File: src/rtl/arbitro_compuerta_if.sv
// arbitro_compuerta_if
//   Bundles the lane sensors, gate status lines and arbiter outputs shared
//   between the lane/gate environment and arbitro_compuerta.
//   master : the arbiter (drives abrir, concesion, ultimo, tiempo_agotado, falla)
//   slave  : the environment (drives solicitud, paso, abierto, cerrado,
//            bloqueo, ack)
interface arbitro_compuerta_if;
  logic [1:0] solicitud;       // level per lane: vehicle waiting/present
  logic [1:0] paso;            // one-cycle pulse per lane: vehicle passed
  logic       abierto;         // gate fully open
  logic       cerrado;         // gate fully closed
  logic       bloqueo;         // gate blocked/alarm
  logic       ack;             // operator fault acknowledge pulse
  logic       abrir;           // open request to gate FSM
  logic [1:0] concesion;       // one-hot lane grant
  logic       ultimo;          // last lane granted
  logic       tiempo_agotado;  // passage timeout pulse
  logic       falla;           // latched gate fault

  modport master (
    input  solicitud, paso, abierto, cerrado, bloqueo, ack,
    output abrir, concesion, ultimo, tiempo_agotado, falla
  );

  modport slave (
    output solicitud, paso, abierto, cerrado, bloqueo, ack,
    input  abrir, concesion, ultimo, tiempo_agotado, falla
  );
endinterface

File: src/rtl/arbitro_compuerta.sv
// arbitro_compuerta
//   Shares the single parking barrier between lane 0 (entrance) and lane 1
//   (exit). Requests the gate open, grants one lane, waits for its passage,
//   releases the gate and waits for it to close. Every phase is supervised
//   by a cycle timeout; an unresponsive gate latches a fault until the
//   operator acknowledges it with the gate closed.
// Ports:
//   clk   : clock, rising edge
//   rst_n : asynchronous active-low reset
//   bus   : arbitro_compuerta_if.master (sensors in, grant/status out)
// Parameters:
//   T_ABRIR  : max cycles waiting for the gate to open
//   T_PASO   : max unblocked cycles a lane may hold the grant
//   T_CERRAR : max cycles waiting for the gate to close
//   CW       : timeout counter width (each T_* in 1..2^CW)
module arbitro_compuerta #(
  parameter int T_ABRIR  = 16,
  parameter int T_PASO   = 64,
  parameter int T_CERRAR = 16,
  parameter int CW       = 8
) (
  input  logic                  clk,
  input  logic                  rst_n,
  arbitro_compuerta_if.master   bus
);

  typedef enum logic [2:0] {
    REPOSO,
    ESPERA_ABRIR,
    CONCEDIDO,
    ESPERA_CERRAR,
    FALLA
  } estado_t;

  localparam logic [CW-1:0] LIM_ABRIR  = CW'(T_ABRIR - 1);
  localparam logic [CW-1:0] LIM_PASO   = CW'(T_PASO - 1);
  localparam logic [CW-1:0] LIM_CERRAR = CW'(T_CERRAR - 1);

  estado_t       estado;
  logic [CW-1:0] cnt;
  logic          ganador;
  logic          puede_arbitrar;

  // Winner for the next arbitration: a lone requester wins outright, a tie
  // goes to the lane that was not served last.
  always_comb begin
    ganador = 1'b0;
    case (bus.solicitud)
      2'b01:   ganador = 1'b0;
      2'b10:   ganador = 1'b1;
      2'b11:   ganador = ~bus.ultimo;
      default: ganador = 1'b0;
    endcase
  end

  assign puede_arbitrar = bus.cerrado && !bus.bloqueo && (bus.solicitud != 2'b00);

  // Single FSM with registered outputs. After arbitration, ultimo holds the
  // lane being served for the rest of the cycle, so it doubles as w.
  // cnt restarts on every state change and only holds while the granted
  // lane is blocked.
  always_ff @(posedge clk or negedge rst_n) begin
    if (!rst_n) begin
      estado             <= REPOSO;
      cnt                <= '0;
      bus.abrir          <= 1'b0;
      bus.concesion      <= 2'b00;
      bus.ultimo         <= 1'b1;
      bus.tiempo_agotado <= 1'b0;
      bus.falla          <= 1'b0;
    end else begin
      bus.tiempo_agotado <= 1'b0;
      cnt                <= cnt + CW'(1);

      case (estado)
        REPOSO: begin
          if (puede_arbitrar) begin
            bus.ultimo <= ganador;
            bus.abrir  <= 1'b1;
            estado     <= ESPERA_ABRIR;
            cnt        <= '0;
          end
        end

        ESPERA_ABRIR: begin
          if (bus.abierto) begin
            bus.concesion <= bus.ultimo ? 2'b10 : 2'b01;
            estado        <= CONCEDIDO;
            cnt           <= '0;
          end else if (cnt == LIM_ABRIR) begin
            bus.abrir <= 1'b0;
            bus.falla <= 1'b1;
            estado    <= FALLA;
            cnt       <= '0;
          end
        end

        CONCEDIDO: begin
          // Passage beats abandonment beats timeout; a block freezes the timer.
          if (bus.paso[bus.ultimo] || !bus.solicitud[bus.ultimo]) begin
            bus.concesion <= 2'b00;
            bus.abrir     <= 1'b0;
            estado        <= ESPERA_CERRAR;
            cnt           <= '0;
          end else if (bus.bloqueo) begin
            cnt <= cnt;
          end else if (cnt == LIM_PASO) begin
            bus.tiempo_agotado <= 1'b1;
            bus.concesion      <= 2'b00;
            bus.abrir          <= 1'b0;
            estado             <= ESPERA_CERRAR;
            cnt                <= '0;
          end
        end

        ESPERA_CERRAR: begin
          if (bus.cerrado) begin
            estado <= REPOSO;
            cnt    <= '0;
          end else if (cnt == LIM_CERRAR) begin
            bus.falla <= 1'b1;
            estado    <= FALLA;
            cnt       <= '0;
          end
        end

        FALLA: begin
          // Acknowledge is honoured only with the gate confirmed closed.
          if (bus.ack && bus.cerrado) begin
            bus.falla <= 1'b0;
            estado    <= REPOSO;
            cnt       <= '0;
          end
        end

        default: begin
          bus.abrir     <= 1'b0;
          bus.concesion <= 2'b00;
          estado        <= REPOSO;
          cnt           <= '0;
        end
      endcase
    end
  end

endmodule

File: src/flat_wrapper.sv
// flat-port wrapper written by rule: the top's interface ports become plain ports
module arbitro_compuerta_flat 
#(
  parameter int T_ABRIR  = 16,
  parameter int T_PASO   = 64,
  parameter int T_CERRAR = 16,
  parameter int CW       = 8
)
  (clk, rst_n, bus_solicitud, bus_paso, bus_abierto, bus_cerrado, bus_bloqueo, bus_ack, bus_abrir, bus_concesion, bus_ultimo, bus_tiempo_agotado, bus_falla);
  arbitro_compuerta_if bus_i ();
  input  logic clk;
  input  logic rst_n;
  input wire logic [$bits(bus_i.solicitud)-1:0] bus_solicitud;
  input wire logic [$bits(bus_i.paso)-1:0] bus_paso;
  input wire logic [$bits(bus_i.abierto)-1:0] bus_abierto;
  input wire logic [$bits(bus_i.cerrado)-1:0] bus_cerrado;
  input wire logic [$bits(bus_i.bloqueo)-1:0] bus_bloqueo;
  input wire logic [$bits(bus_i.ack)-1:0] bus_ack;
  output wire logic [$bits(bus_i.abrir)-1:0] bus_abrir;
  output wire logic [$bits(bus_i.concesion)-1:0] bus_concesion;
  output wire logic [$bits(bus_i.ultimo)-1:0] bus_ultimo;
  output wire logic [$bits(bus_i.tiempo_agotado)-1:0] bus_tiempo_agotado;
  output wire logic [$bits(bus_i.falla)-1:0] bus_falla;
  assign bus_i.solicitud = bus_solicitud;
  assign bus_i.paso = bus_paso;
  assign bus_i.abierto = bus_abierto;
  assign bus_i.cerrado = bus_cerrado;
  assign bus_i.bloqueo = bus_bloqueo;
  assign bus_i.ack = bus_ack;
  assign bus_abrir = bus_i.abrir;
  assign bus_concesion = bus_i.concesion;
  assign bus_ultimo = bus_i.ultimo;
  assign bus_tiempo_agotado = bus_i.tiempo_agotado;
  assign bus_falla = bus_i.falla;
  arbitro_compuerta #(.T_ABRIR(T_ABRIR), .T_PASO(T_PASO), .T_CERRAR(T_CERRAR), .CW(CW)) u_core (.clk(clk), .rst_n(rst_n), .bus(bus_i));
endmodule
File: config.mk
export PLATFORM = sky130hd
export DESIGN_NAME = arbitro_compuerta_flat
export DESIGN_NICKNAME = d
export VERILOG_FILES = /design/src/rtl/arbitro_compuerta_if.sv /design/src/rtl/arbitro_compuerta.sv /design/src/flat_wrapper.sv
export SDC_FILE = /design/constraint.sdc
export NUM_CORES = 1
export LEC_CHECK = 0
export ABC_CLOCK_PERIOD_IN_PS = 4200
export BUFFER_PORTS_ARGS = -buffer_cell sky130_fd_sc_hd__buf_2
export CAP_MARGIN = 25
export CORE_MARGIN = 2
export CORE_UTILIZATION = 59
export DETAILED_ROUTE_END_ITERATION = 10
export PLACE_DENSITY = 0.87
export RECOVER_POWER = 100
export SYNTH_ARGS = -nofsm -noshare
export SYNTH_HDL_FRONTEND = slang
export SYNTH_SLANG_ARGS = --single-unit
File: constraint.sdc
create_clock -name clk -period 4.2 [get_ports clk]
set_input_delay 1.05 -clock clk [delete_from_list [all_inputs] [get_ports clk]]
set_output_delay 1.05 -clock clk [all_outputs]
set_load 0.03 [all_outputs]
# Yosys cells after proc, flatten, opt, wreduce, memory -nomap -nowiden
# Index checks and enable logic that the tools add are counted.
[classes]
mux = 45
n_div = 0
mul = 0
addsub = 1
n_shift = 0
n_lt_le_gt_ge = 1
n_eq_ne = 16
bitwise = 3
n_reduce_logical = 16
[ops]
columns = ["cell", "n"]
rows = [
  ["$mux W8", 8],
  ["$pmux W8 S5", 1],
  ["$mux W3", 8],
  ["$mux W1", 18],
  ["$pmux W3 S5", 1],
  ["$reduce_and A4 Y1", 3],
  ["$mux W2", 5],
  ["$add A8 B1 Y8 const B", 1],
  ["$eq A8 B4 Y1 const B", 1],
  ["$eq A8 B6 Y1 const B", 1],
  ["$eq A3 B2 Y1 const B", 2],
  ["$ne A2 B1 Y1 const B", 3],
  ["$ne A2 B2 Y1 const B", 3],
  ["$pmux W2 S3", 1],
  ["$reduce_and A6 Y1", 1],
  ["$eq A2 B2 Y1 const B", 2],
  ["$pmux W1 S4", 1],
  ["$eq A3 B1 Y1 const B", 1],
  ["$eq A3 B3 Y1 const B", 1],
  ["$logic_and A1 B1 Y1", 3],
  ["$logic_not A3 Y1", 1],
  ["$ne A3 B1 Y1 const B", 1],
  ["$ne A3 B2 Y1 const B", 1],
  ["$not A1 Y1", 3],
  ["10 further kinds", 11],
]
[totals]
rom_bits = 0
out_inout_bits = 6
in_bits = 10
ff_bits = 17
ram_bits = 0
latchBits = 0
wordCells = 89
mem_count = 0

# Logic depth before layout (Yosys ltp)
# Gate-level depths: netlist (run 1).
[logic_depth]
word_depth = 6
ltp_mapped = 7
mapped_depth_nobuf = 6

# Worst setup path before layout (run 1)
# Ideal clock, no wire load.
[synth_timing]
kind = "input-to-reg"
start = "in bus_solicitud[1]"
end = "reg u_core.cnt[5]"
required_ps = 4074
path_stages = 5
arrival_time_ps = 2292
setup_time_ps = 126
path_buffers = 0
slack_ps = 1782
path_cell_list = "and3b_1 o2111a_1 a221oi_4 nor2_4 a221o_1"
[synth_between]
elab_chain_len = 6
word_cells_on_any_way = 10
cone_classes = "1 x eq/ne; 5 x mux; 4 x reduce/logical"
[synth_lines]
columns = ["item", "line", "source"]
rows = [
  ["from (decl)", "flat_wrapper.sv:13", "input wire logic [$bits(bus_i.solicitud)-1:0] bus_solicitud;"],
  ["$mux W1 (not written as such) (2 in series)", "arbitro_compuerta.sv:100", "if (bus.paso[bus.ultimo] || !bus.solicitud[bus.ultimo]) begin"],
  ["$logic_not A1 Y1", "arbitro_compuerta.sv:100", ""],
  ["$logic_or A1 B1 Y1", "arbitro_compuerta.sv:100", ""],
  ["$mux W8", "arbitro_compuerta.sv:100", ""],
  ["$pmux W8 S5", "arbitro_compuerta.sv:75", "case (estado)"],
  ["to (signal assigned)", "arbitro_compuerta.sv:73", "cnt <= cnt + CW'(1);"],
  ["to (signal assigned)", "arbitro_compuerta.sv:106", "cnt <= cnt;"],
  ["to (decl)", "arbitro_compuerta.sv:40", "logic [CW-1:0] cnt;"],
]
# Several ways; a longest one is shown, not always the timed one. The select of a mux whose other input is x is not followed.
# A chain may end at the register's enable or synchronous reset.

# Worst setup path in the final report (run 1)
[layout_timing]
start = "in bus_solicitud[1]"
end = "reg u_core.cnt[3]"
# The elaborated chain is that of the path after synthesis.

==> flow_summary.json, run 1 <==
{
  "synth_area_leaders": "dfrtp_1 (37%), nand2_1 (3.8%), nor2_1 (3.8%), a21oi_1 (3.7%), a22o_1 (3.2%)",
  "slew_headroom_pct": 39.94,
  "firstDrtPassIters": 5,
  "maxSlewViolCount": 0,
  "grt_remaining_overflow": 0,
  "maxCapViolations": 0,
  "critPathSlowestCell": "a221oi_1",
  "cp_cell_sequence": "clkbuf_1 -> and3b_1 -> o2111a_1 -> a221oi_1 -> o21ai_0 -> a22o_1",
  "portBuffers": 15,
  "start_util_pct": 62.61,
  "num_vias": 994,
  "cts_buffers": 3,
  "rsz0062_at_grt": "no",
  "post_cts_buffers": 0,
  "final_util_pct": 67.75,
  "pwr-share-seq_pct": 40.4,
  "grt_use_total_pct": 23.93,
  "synthesis.area_mm2": 0.001081,
  "drtIter0Drc": 39,
  "worstPathRequired_ps": 4410,
  "yosysUniqueCellTypes": 49,
  "htree_num_levels": 1,
  "antenna_found_initial": 0,
  "finalWirelength_mm": 2.375,
  "cp_top_family": "compound AO/OA/AOI/OAI gates",
  "nets": 147,
  "power_switching_uw": 280.0,
  "cts_resized": 0,
  "grt_max_degree": 18,
  "power_density_mw_per_mm2": 533.5,
  "end_kind": "flop",
  "grt_use_met3_pct": 5.000,
  "ant_nets": 0,
  "rows": 15,
  "fin_crit_sh_pct": 65.28,
  "wire_per_inst_um": 14.84,
  "ys_async_sr_fraction_pct": 100.0,
  "route.detailed.drc": 0,
  "synth_top_cells_by_count": "dfrtp_1 (16), nand2_1 (11), nor2_1 (11)",
  "cts_root_buffer": "clkbuf_4",
  "start_kind": "input port",
  "grt_pass1_wl_mm": 3.698,
  "ys.flop_type": "dfrtp_1",
  "final.setup_skew_ps": 9.651,
  "worstPathArrival_ps": 2950,
  "cts_tree": "yes",
  "cts-hold-fix-buffers": 0,
  "use_met2_pct": 35.34,
  "core_area_mm2": 0.001727,
  "crit_fanout": 6,
  "routabilityCongestion": 0.9284,
  "grt_pass1_vias": 849,
  "p_leak_nw": 0.5008,
  "die_width_um": 46.81,
  "worstSetupPathType": "input port to flop",
  "synth_edf_count": 0,
  "top_usage_layer": "met2",
  "clock-sinks": 17,
  "status": "finished clean",
  "gr-usage-met1_pct": 34.87,
  "clk_pin_slew_ps": 110,
  "n_antenna_cell": 0,
  "cts.path.max_buffers": 2,
  "pwr-share-clk_pct": 15.1,
  "synth_nets": 131,
  "swShare_pct": 44.87,
  "p_comb_share_pct": 44.4,
  "ys_seq_elements": 17,
  "synth_most_common_cell": "dfrtp_1",
  "die_area_mm2": 0.002191,
  "hold_viol": 0,
  "fin_crit_ps": 2742,
  "ys_warn_count": 0,
  "boundaryPins": 16,
  "ir_worst_vdd_mv": 0.3635,
  "syn_inst": 120,
  "synth_top_area_share_pct": 37.04,
  "seq_area_frac_synth_pct": 39.47,
  "setup-tns-final_ps": 0,
  "yosys.area.top_type": "dfrtp_1",
  "fmax_mhz": 364.7,
  "post-dp-hpwl_mm": 1.721,
  "vias_per_cell": 6.213,
  "p_int_uw": 344.1,
  "layout-drive-gt1-share_pct": 11.11,
  "insertion_delay_ps": 310,
  "setup_viol": 0,
  "avgSynthCellArea_um2": 9.009,
  "synthToLayoutAreaGrowth_pct": 8.217,
  "crit_buf_inv": 1,
  "hold_class": "flop to flop",
  "die_y_um": 46.81,
  "worstMarginPinSlew_ps": 900.9,
  "slowest_delay_ps": 800
}
[area by class of cell]
cell class	count	area, um2
fill	154	556.8
clock inverter	1	7.507
sequential	17	426.7
inverter	3	11.26
timing repair buffer	15	60.06
clock buffer	3	22.52
tap	25	31.28
multi-input combinational	96	610.6
[logic make-up after synthesis]
logic type      Yosys count  synth area share (%)
flops                    17                 39.47
fa+ha+maj                 1                 1.157
compound gates           39                 27.55
xor+xnor                  1                0.8103
simple gates             54                 27.55
mux                       1                 1.042
buf+inv                   7                 2.430
[registers in the layout, summed over array words and instances (netlist names)]
register	count
u_core.estado	3
u_core.bus.concesion	2
u_core.bus.tiempo_agotado	1
u_core.cnt	8
u_core.bus.ultimo	1
u_core.bus.abrir	1
u_core.bus.falla	1
[worst register-to-register path, cell delays in order, from the launching register on]
cell and delay [ps]:
dfrtp_1 390, ha_1 240, nand3_2 140, or4_4 520
a221oi_1 800, o21ai_0 210, a22o_1 260
[power by group through the flow]
stage          Clock [mW]  Combinational, mW  Sequential (mW)
6_report           0.0945              0.277            0.252
5_1_grt             0.103              0.304            0.259
4_1_cts            0.0952              0.296            0.251
3_5_place_dp            0              0.293            0.254
3_3_place_gp            0              0.286            0.252
2_1_floorplan           0              0.224            0.258
[layout by cell type, fill, tap and decap left out, types with 2 or more instances in the layout]
master / count
o22a_1: 2
nor3_1: 5
nand3_1: 3
clkbuf_4: 3
nor2_1: 11
inv_1: 3
a21o_1: 3
nand2b_1: 3
a21oi_1: 8
dfrtp_1: 16
clkbuf_1: 12
buf_2: 3
and2_0: 2
a22o_1: 4
o311ai_0: 2
nand2_1: 11
o2bb2ai_1: 2
nor2b_1: 4
o21ai_0: 5
or2_2: 2
[stage by stage]
step	cell area [um2]	instances	total power [mW]	setup slack [ps]	hold slack [ps]
global placement	1172	156	0.5383	1602	466.4
CTS	1202	160	0.6424	1842	496.0
floorplan	1081	120	0.4824	1782	492.0
finish	1170	160	0.6242	1458	494.6
global route	1170	160	0.6660	1334	523.1
detailed placement	1172	156	0.5474	1530	471.8
[per-layer routing]
metal	wire length, um	share of wire (%)
met1	1101	46
met2	1092	46
met3	150	6.3
met4	30	1.3
met5	0	0
[path summary, 6_finish.rpt]
path,from,cells after the start,endpoint,slack (ps)
worst max register to register,u_core.cnt[0],6,u_core.cnt[3],1540
max in group asynchronous,rst_n,1,u_core.estado[1],2810
worst max-delay path,bus_solicitud[1],6,u_core.cnt[3],1460
worst min register to register,u_core.bus.abrir,1,u_core.bus.abrir,490
worst min-delay path,u_core.bus.abrir,1,u_core.bus.abrir,490
min in group asynchronous,rst_n,1,u_core.cnt[4],830
Power figures use the tool's default switching activity.
==> run 2: changes to the inputs <==
--- a/config.mk
+++ b/config.mk
@@ -5,13 +5,14 @@
 export SDC_FILE = /design/constraint.sdc
 export NUM_CORES = 1
 export LEC_CHECK = 0
-export ABC_CLOCK_PERIOD_IN_PS = 4200
+export ABC_AREA = 1
+export ABC_CLOCK_PERIOD_IN_PS = 2600
 export BUFFER_PORTS_ARGS = -buffer_cell sky130_fd_sc_hd__buf_2
 export CAP_MARGIN = 25
 export CORE_MARGIN = 2
-export CORE_UTILIZATION = 59
+export CORE_UTILIZATION = 56
 export DETAILED_ROUTE_END_ITERATION = 10
-export PLACE_DENSITY = 0.87
+export PLACE_DENSITY = 0.83
 export RECOVER_POWER = 100
 export SYNTH_ARGS = -nofsm -noshare
 export SYNTH_HDL_FRONTEND = slang
==> constraint.sdc (replaced) <==
create_clock -name clk -period 2.6 [get_ports clk]
set_input_delay 0.65 -clock clk [delete_from_list [all_inputs] [get_ports clk]]
set_output_delay 0.65 -clock clk [all_outputs]
set_load 0.03 [all_outputs]
==> run 2 against run 1 <==
- sequential share of layout area down 2.0 points
- sequential power up 57%
- count of clock-buffer cells in the layout unchanged
- cell count up 33%
- sequential cell count unchanged
- die area up 11%
- via count up 11%
- critical endpoint unchanged
- worst hold slack worse by 22 ps
- wire length down 2.2%
==> flow_summary.json, run 2 <==
{
  "yosys.area.top_type": "dfrtp_1",
  "crit_fanout": 5,
  "start_kind": "flop",
  "boundaryPins": 16,
  "antenna_found_initial": 0,
  "syn_inst": 168,
  "final_cell_mix": "nand2_1 (54), nor2_1 (23), inv_1 (22)",
  "synth_top_cells_by_count": "nand2_1 (52), inv_1 (22), nor2_1 (21)",
  "pwr-share-clk_pct": 13.7,
  "vias_per_cell": 5.164,
  "synth_top_area_share_pct": 34.90,
  "fillers": 186,
  "finalWirelength_mm": 2.322,
  "end_kind": "flop",
  "cts_resized": 0,
  "grt_max_degree": 18,
  "p_leak_nw": 0.6874,
  "dp.cells": 209,
  "worstSetupPathType": "flop to flop",
  "ant_nets": 0,
  "pwr-share-seq_pct": 38.2,
  "clk_pin_slew_ps": 100,
  "route.detailed.drc": 0,
  "largest_reg_flops": 8,
  "cts_root_buffer": "clkbuf_4",
  "synth_mux_area_share_pct": 0,
  "cts_tree": "yes",
  "synth_simple_gate_area_share_pct": 44.93,
  "cts-hold-fix-buffers": 0,
  "layout_commonest_cell": "nand2_1",
  "htree_num_levels": 1,
  "power_density_mw_per_mm2": 836.5,
  "die_width_um": 49.27,
  "rsz0062_at_grt": "no",
  "reg_top3": "u_core.cnt (8), u_core.estado (3), u_core.bus.concesion (2)",
  "p_int_uw": 547.8,
  "synth-compound-area-share_pct": 5.998,
  "slew_headroom_pct": 36.89,
  "setup_viol": 0,
  "ys_async_sr_fraction_pct": 100.0,
  "cts.path.max_buffers": 2,
  "power_switching_uw": 487.3,
  "synth_edf_count": 0,
  "dp_slack_ps": 941.5,
  "worstMarginPinSlew_ps": 946.6,
  "portBuffers": 15,
  "maxSlewViolCount": 0,
  "layout-drive-gt1-share_pct": 13.44,
  "firstDrtPassIters": 4,
  "regMostFlops": "u_core.cnt",
  "synth_xor_area_share_pct": 1.527,
  "ys_seq_elements": 17,
  "synth-adder-area-share_pct": 1.091,
  "fin_crit_ps": 1936,
  "synth_nets": 179,
  "n_antenna_cell": 0,
  "ys_warn_count": 0,
  "synthesis.area_mm2": 0.001147,
  "synth_area_leaders": "dfrtp_1 (35%), nand2_1 (17%), nand3_1 (7.9%), inv_1 (7.2%), nor2_1 (6.9%)",
  "status": "finished clean",
  "grt_remaining_overflow": 0,
  "hold_viol": 0,
  "setup_ws_ps": 664.3,
  "p_comb_share_pct": 48.1,
  "drtIter0Drc": 29,
  "seq_area_frac_synth_pct": 37.19,
  "routabilityCongestion": 0.9419,
  "die_area_mm2": 0.002427,
  "avgSynthCellArea_um2": 6.829,
  "synth_most_common_cell": "nand2_1",
  "clock-sinks": 17,
  "setup-tns-final_ps": 0,
  "grt_pass1_wl_mm": 4.229,
  "ir_worst_vdd_mv": 0.5538,
  "synth_top_family_by_area": "simple AND/OR/NAND/NOR gates",
  "nets": 198,
  "post_cts_buffers": 0,
  "final.setup_skew_ps": 2.285,
  "cts_buffers": 3,
  "fin_cells": 213,
  "die_y_um": 49.27,
  "maxCapViolations": 0,
  "wire_per_inst_um": 10.90,
  "start_util_pct": 59.09,
  "grt_use_total_pct": 22.23,
  "worstPathRequired_ps": 2790,
  "num_vias": 1100,
  "post-dp-hpwl_mm": 1.848,
  "rows": 16,
  "worstPathArrival_ps": 2130,
  "synthToLayoutAreaGrowth_pct": 7.852,
  "grt_pass1_vias": 999,
  "swShare_pct": 47.08,
  "ys.flop_type": "dfrtp_1",
  "insertion_delay_ps": 290,
  "fin_crit_sh_pct": 74.45,
  "fmax_mhz": 516.6,
  "hold_class": "input port to async pin",
  "core_area_mm2": 0.001942,
  "yosysUniqueCellTypes": 23
}
run 2: critical path, stage by stage (launching register included):
cell	delay, ps
dfrtp_1	410
ha_1	210
nand2_1	90
nor2_1	290
nand3_1	260
nand2_1	160
nand3_1	210
nor2_4	160
nor2_1	50
run 2: logic make-up (layout without fill, tap and decap cells):
logic type,after synthesis,count (layout)
buffers and inverters,28,46
AND/OR/NAND/NOR,107,107
XOR/XNOR,2,2
flip-flops,17,17
adder cells (fa/ha/maj),1,1
AO/OA/AOI/OAI,13,13
run 2: routing by layer:
layer  vias to the layer above  share of wire [%]  GRT usage [%]
met1                       511                 44          29.69
li1                        561                  -              -
met5                         -                  0              0
met4                         0                1.6          8.571
met2                        23                 50          36.49
met3                         5                3.7          2.761
run 2: per-stage QoR:
| step | total power [mW] | instance area [um2] | utilization, % | hold slack, ps |
|---|---|---|---|---|
| 2_1_floorplan | 0.8171 | 1147 | - | 354.4 |
| 3_3_place_gp | 0.9276 | 1251 | 64.43 | 454.1 |
| 3_5_place_dp | 0.9389 | 1251 | 64.43 | 480.1 |
| 4_1_cts | 1.080 | 1279 | 65.85 | 271.7 |
| 5_1_grt | 1.133 | 1237 | 63.72 | 538.5 |
| 6_report | 1.035 | 1237 | 63.72 | 472.1 |
run 2: worst paths after layout:
path / start / to / slack [ps] / depth (start not counted)
worst max-delay path: u_core.cnt[0] / u_core.cnt[3] / 660 / 8
worst min-delay path: rst_n / u_core.bus.abrir / 470 / 1
worst max register to register: u_core.cnt[0] / u_core.cnt[3] / 660 / 8
worst min register to register: u_core.bus.abrir / u_core.bus.abrir / 500 / 2
max in group asynchronous: rst_n / u_core.cnt[6] / 1560 / 1
min in group clk: u_core.bus.abrir / u_core.bus.abrir / 500 / 2
run 2: final cells by class:
type                            count  area (um2)  area share [%]
Clock inverter                      1       5.005          0.4044
Tap cell                           27       33.78           2.730
Multi-Input combinational cell    123       581.8           47.02
Sequential cell                    17       426.7           34.48
Clock buffer                        3       22.52           1.820
Timing Repair Buffer               15       66.31           5.359
Inverter                           27       101.3           8.190
run 2: power by group through the flow:
stage	combinational (mW)	clock, mW	sequential, mW
detailed placement	0.535	0	0.404
floorplan	0.367	0	0.450
finish	0.498	0.142	0.396
CTS	0.537	0.145	0.399
global placement	0.530	0	0.398
global route	0.568	0.159	0.405
==> run 3: changes to the inputs <==
--- a/config.mk
+++ b/config.mk
@@ -6,13 +6,13 @@
 export NUM_CORES = 1
 export LEC_CHECK = 0
 export ABC_AREA = 1
-export ABC_CLOCK_PERIOD_IN_PS = 2600
+export ABC_CLOCK_PERIOD_IN_PS = 1700
 export BUFFER_PORTS_ARGS = -buffer_cell sky130_fd_sc_hd__buf_2
 export CAP_MARGIN = 25
 export CORE_MARGIN = 2
-export CORE_UTILIZATION = 56
+export CORE_UTILIZATION = 50
 export DETAILED_ROUTE_END_ITERATION = 10
-export PLACE_DENSITY = 0.83
+export PLACE_DENSITY = 0.79
 export RECOVER_POWER = 100
 export SYNTH_ARGS = -nofsm -noshare
 export SYNTH_HDL_FRONTEND = slang
==> constraint.sdc (replaced) <==
create_clock -name clk -period 1.7 [get_ports clk]
set_input_delay 0.425 -clock clk [delete_from_list [all_inputs] [get_ports clk]]
set_output_delay 0.425 -clock clk [all_outputs]
set_load 0.03 [all_outputs]
==> run 3 against run 2 <==
- worst hold slack lost 230 ps
- design area is 2.2% higher
- cell count is 0.47% higher
- sequential share of layout area shrank 0.75 points
- die area rose by 11%
- highest routed layer is now met3
- largest cell class unchanged
- critical path depth shrank 7
- sequential power rose by 53%
- first-iteration DRC count fell by 14%
- non-clock buffer count is the same
- register-to-register slack worse by 500 ps
- clock power rose by 50%
==> flow_summary.json, run 3 (same netlist as run 2, synthesis figures left out) <==
{
  "status": "finished clean",
  "die_width_um": 51.91,
  "setup_viol": 0,
  "route.detailed.drc": 0,
  "regMostFlops": "u_core.cnt",
  "hold_class": "input port to async pin",
  "htree_num_levels": 1,
  "p_comb_share_pct": 49.4,
  "power_switching_uw": 758.1,
  "num_vias": 1059,
  "cts.path.max_buffers": 2,
  "timing.rr.end": "u_core.cnt[6]",
  "final_area_mm2": 0.001265,
  "p_leak_nw": 0.6905,
  "clk_pin_slew_ps": 90,
  "critPathLaunch": "u_core.bus.ultimo",
  "p_int_uw": 858.7,
  "r2r_slack_ps": 160,
  "clock-sinks": 17,
  "worstPathRequired_ps": 1270,
  "setup-tns-final_ps": 0,
  "finalWirelength_mm": 2.281,
  "worstSetupPathType": "flop to output pin",
  "cts_root_buffer": "clkbuf_4",
  "portBuffers": 15,
  "path_depth": 1,
  "crit_buf_inv": 1,
  "cp_top_family": "flip-flops",
  "crit_fanout": 5,
  "worstPathArrival_ps": 1170,
  "timing.hold.ws_ps": 237.8,
  "cts-hold-fix-buffers": 0,
  "critPathSlowestCell": "dfstp_2",
  "post-dp-hpwl_mm": 1.843,
  "grt_max_degree": 18,
  "vias_per_cell": 4.949,
  "final.setup_skew_ps": 0.8439,
  "maxSlewViolCount": 0,
  "rows": 17,
  "worstMarginPinSlew_ps": 913.2,
  "swShare_pct": 46.89,
  "cts_buffers": 3,
  "fmax_mhz": 627.0,
  "grt_pass1_wl_mm": 3.981,
  "core_area_mm2": 0.002191,
  "setup_ws_ps": 105.1,
  "maxCapViolations": 0,
  "layout_commonest_cell": "nand2_1",
  "post_cts_buffers": 0,
  "r2r_cells": 8,
  "cp_cell_sequence": "clkbuf_1",
  "pwr-share-seq_pct": 37.5,
  "pwr-share-clk_pct": 13.1,
  "slowest_delay_ps": 570,
  "cts_tree": "yes",
  "place_area_mm2": 0.001252,
  "ir_worst_vdd_mv": 0.7734,
  "reg_top3": "u_core.cnt (8), u_core.estado (3), u_core.bus.concesion (2)",
  "die_y_um": 51.91,
  "drtIter0Drc": 25,
  "slew_headroom_pct": 39.12,
  "boundaryPins": 16,
  "rsz0062_at_grt": "no",
  "layout-drive-gt1-share_pct": 15.05,
  "hold_viol": 0,
  "start_kind": "flop",
  "wire_per_inst_um": 10.66,
  "fin_crit_sh_pct": 93.82,
  "die_area_mm2": 0.002694,
  "synthToLayoutAreaGrowth_pct": 10.25,
  "cp-endpoint": "bus_ultimo",
  "r2r-start": "u_core.cnt[0]",
  "grt_remaining_overflow": 0,
  "firstDrtPassIters": 4,
  "fillers": 208,
  "largest_reg_flops": 8,
  "n_antenna_cell": 0,
  "antenna_found_initial": 0,
  "grt_pass1_vias": 960,
  "start_util_pct": 52.37,
  "routabilityCongestion": 0.9287,
  "dp.cells": 210,
  "nets": 198,
  "final_cell_mix": "nand2_1 (53), nor2_1 (22), inv_1 (22)",
  "dp_slack_ps": 196.4,
  "cts_resized": 0,
  "grt_use_total_pct": 19.99,
  "end_kind": "output pin",
  "fin_crit_ps": 1595,
  "insertion_delay_ps": 280,
  "power_density_mw_per_mm2": 1278,
  "fin_cells": 214,
  "ant_nets": 0
}
-- run 3: cell types whose count changed in the layout (fill, tap and decap cells not counted) --
cell | before | now
nand3_2 | 1 | 2
clkinv_2 | 1 | 0
nand2_2 | 1 | 2
nor2_4 | 3 | 4
nand3_4 | 1 | 2
clkbuf_1 | 7 | 8
nand3_1 | 20 | 18
nor2_1 | 23 | 22
nand2_1 | 54 | 53
-- run 3: worst min path at each step --
stage	from	depth (start not counted)	to
after floorplan	rst_n	0	u_core.bus.abrir
after global placement	rst_n	1	u_core.bus.tiempo_agotado
after detailed placement	rst_n	1	u_core.cnt[6]
after CTS	rst_n	1	u_core.cnt[6]
after global routing	rst_n	1	u_core.cnt[7]
final	rst_n	1	u_core.cnt[6]
-- run 3: power groups by stage --
stage / logic, mW / clock network [mW] / registers (mW)
after floorplan: 0.562 / 0 / 0.688
after global placement: 0.812 / 0 / 0.609
after detailed placement: 0.831 / 0 / 0.614
after CTS: 0.833 / 0.223 / 0.608
after global routing: 0.901 / 0.237 / 0.623
final: 0.798 / 0.213 / 0.606
-- run 3: final cells by class --
cell class | instances | area [um2] | share of cell area, %
multi-input combinational | 123 | 609.3 | 48.17
sequential | 17 | 426.7 | 33.73
inverter | 27 | 101.3 | 8.012
timing repair buffer | 15 | 66.31 | 5.242
tap | 28 | 35.03 | 2.770
clock buffer | 4 | 26.28 | 2.077
-- run 3: worst reg2reg max path, stage by stage (launching register included) --
cell and delay, ps:
dfrtp_1 410, ha_1 210, nand2_1 120, nor2_4 150
nand3_2 140, nand2_2 130, nand3_4 110, nor2_4 110
nor2_1 50
-- run 3: layer usage --
layer / vias up / track usage (%) / part of all wire [%]
li1: 564 / - / -
met1: 469 / 26.05 / 47
met2: 26 / 32.70 / 49
met3: 0 / 2.586 / 3.8
met4: 0 / 9.211 / 0
met5: - / 0 / 0
-- run 3: metrics by stage --
step	total power, mW	utilization [%]
after global placement	1.422	57.17
after CTS	1.664	58.37
after floorplan	1.250	-
final	1.617	57.74
after detailed placement	1.444	57.17
after global routing	1.761	57.74
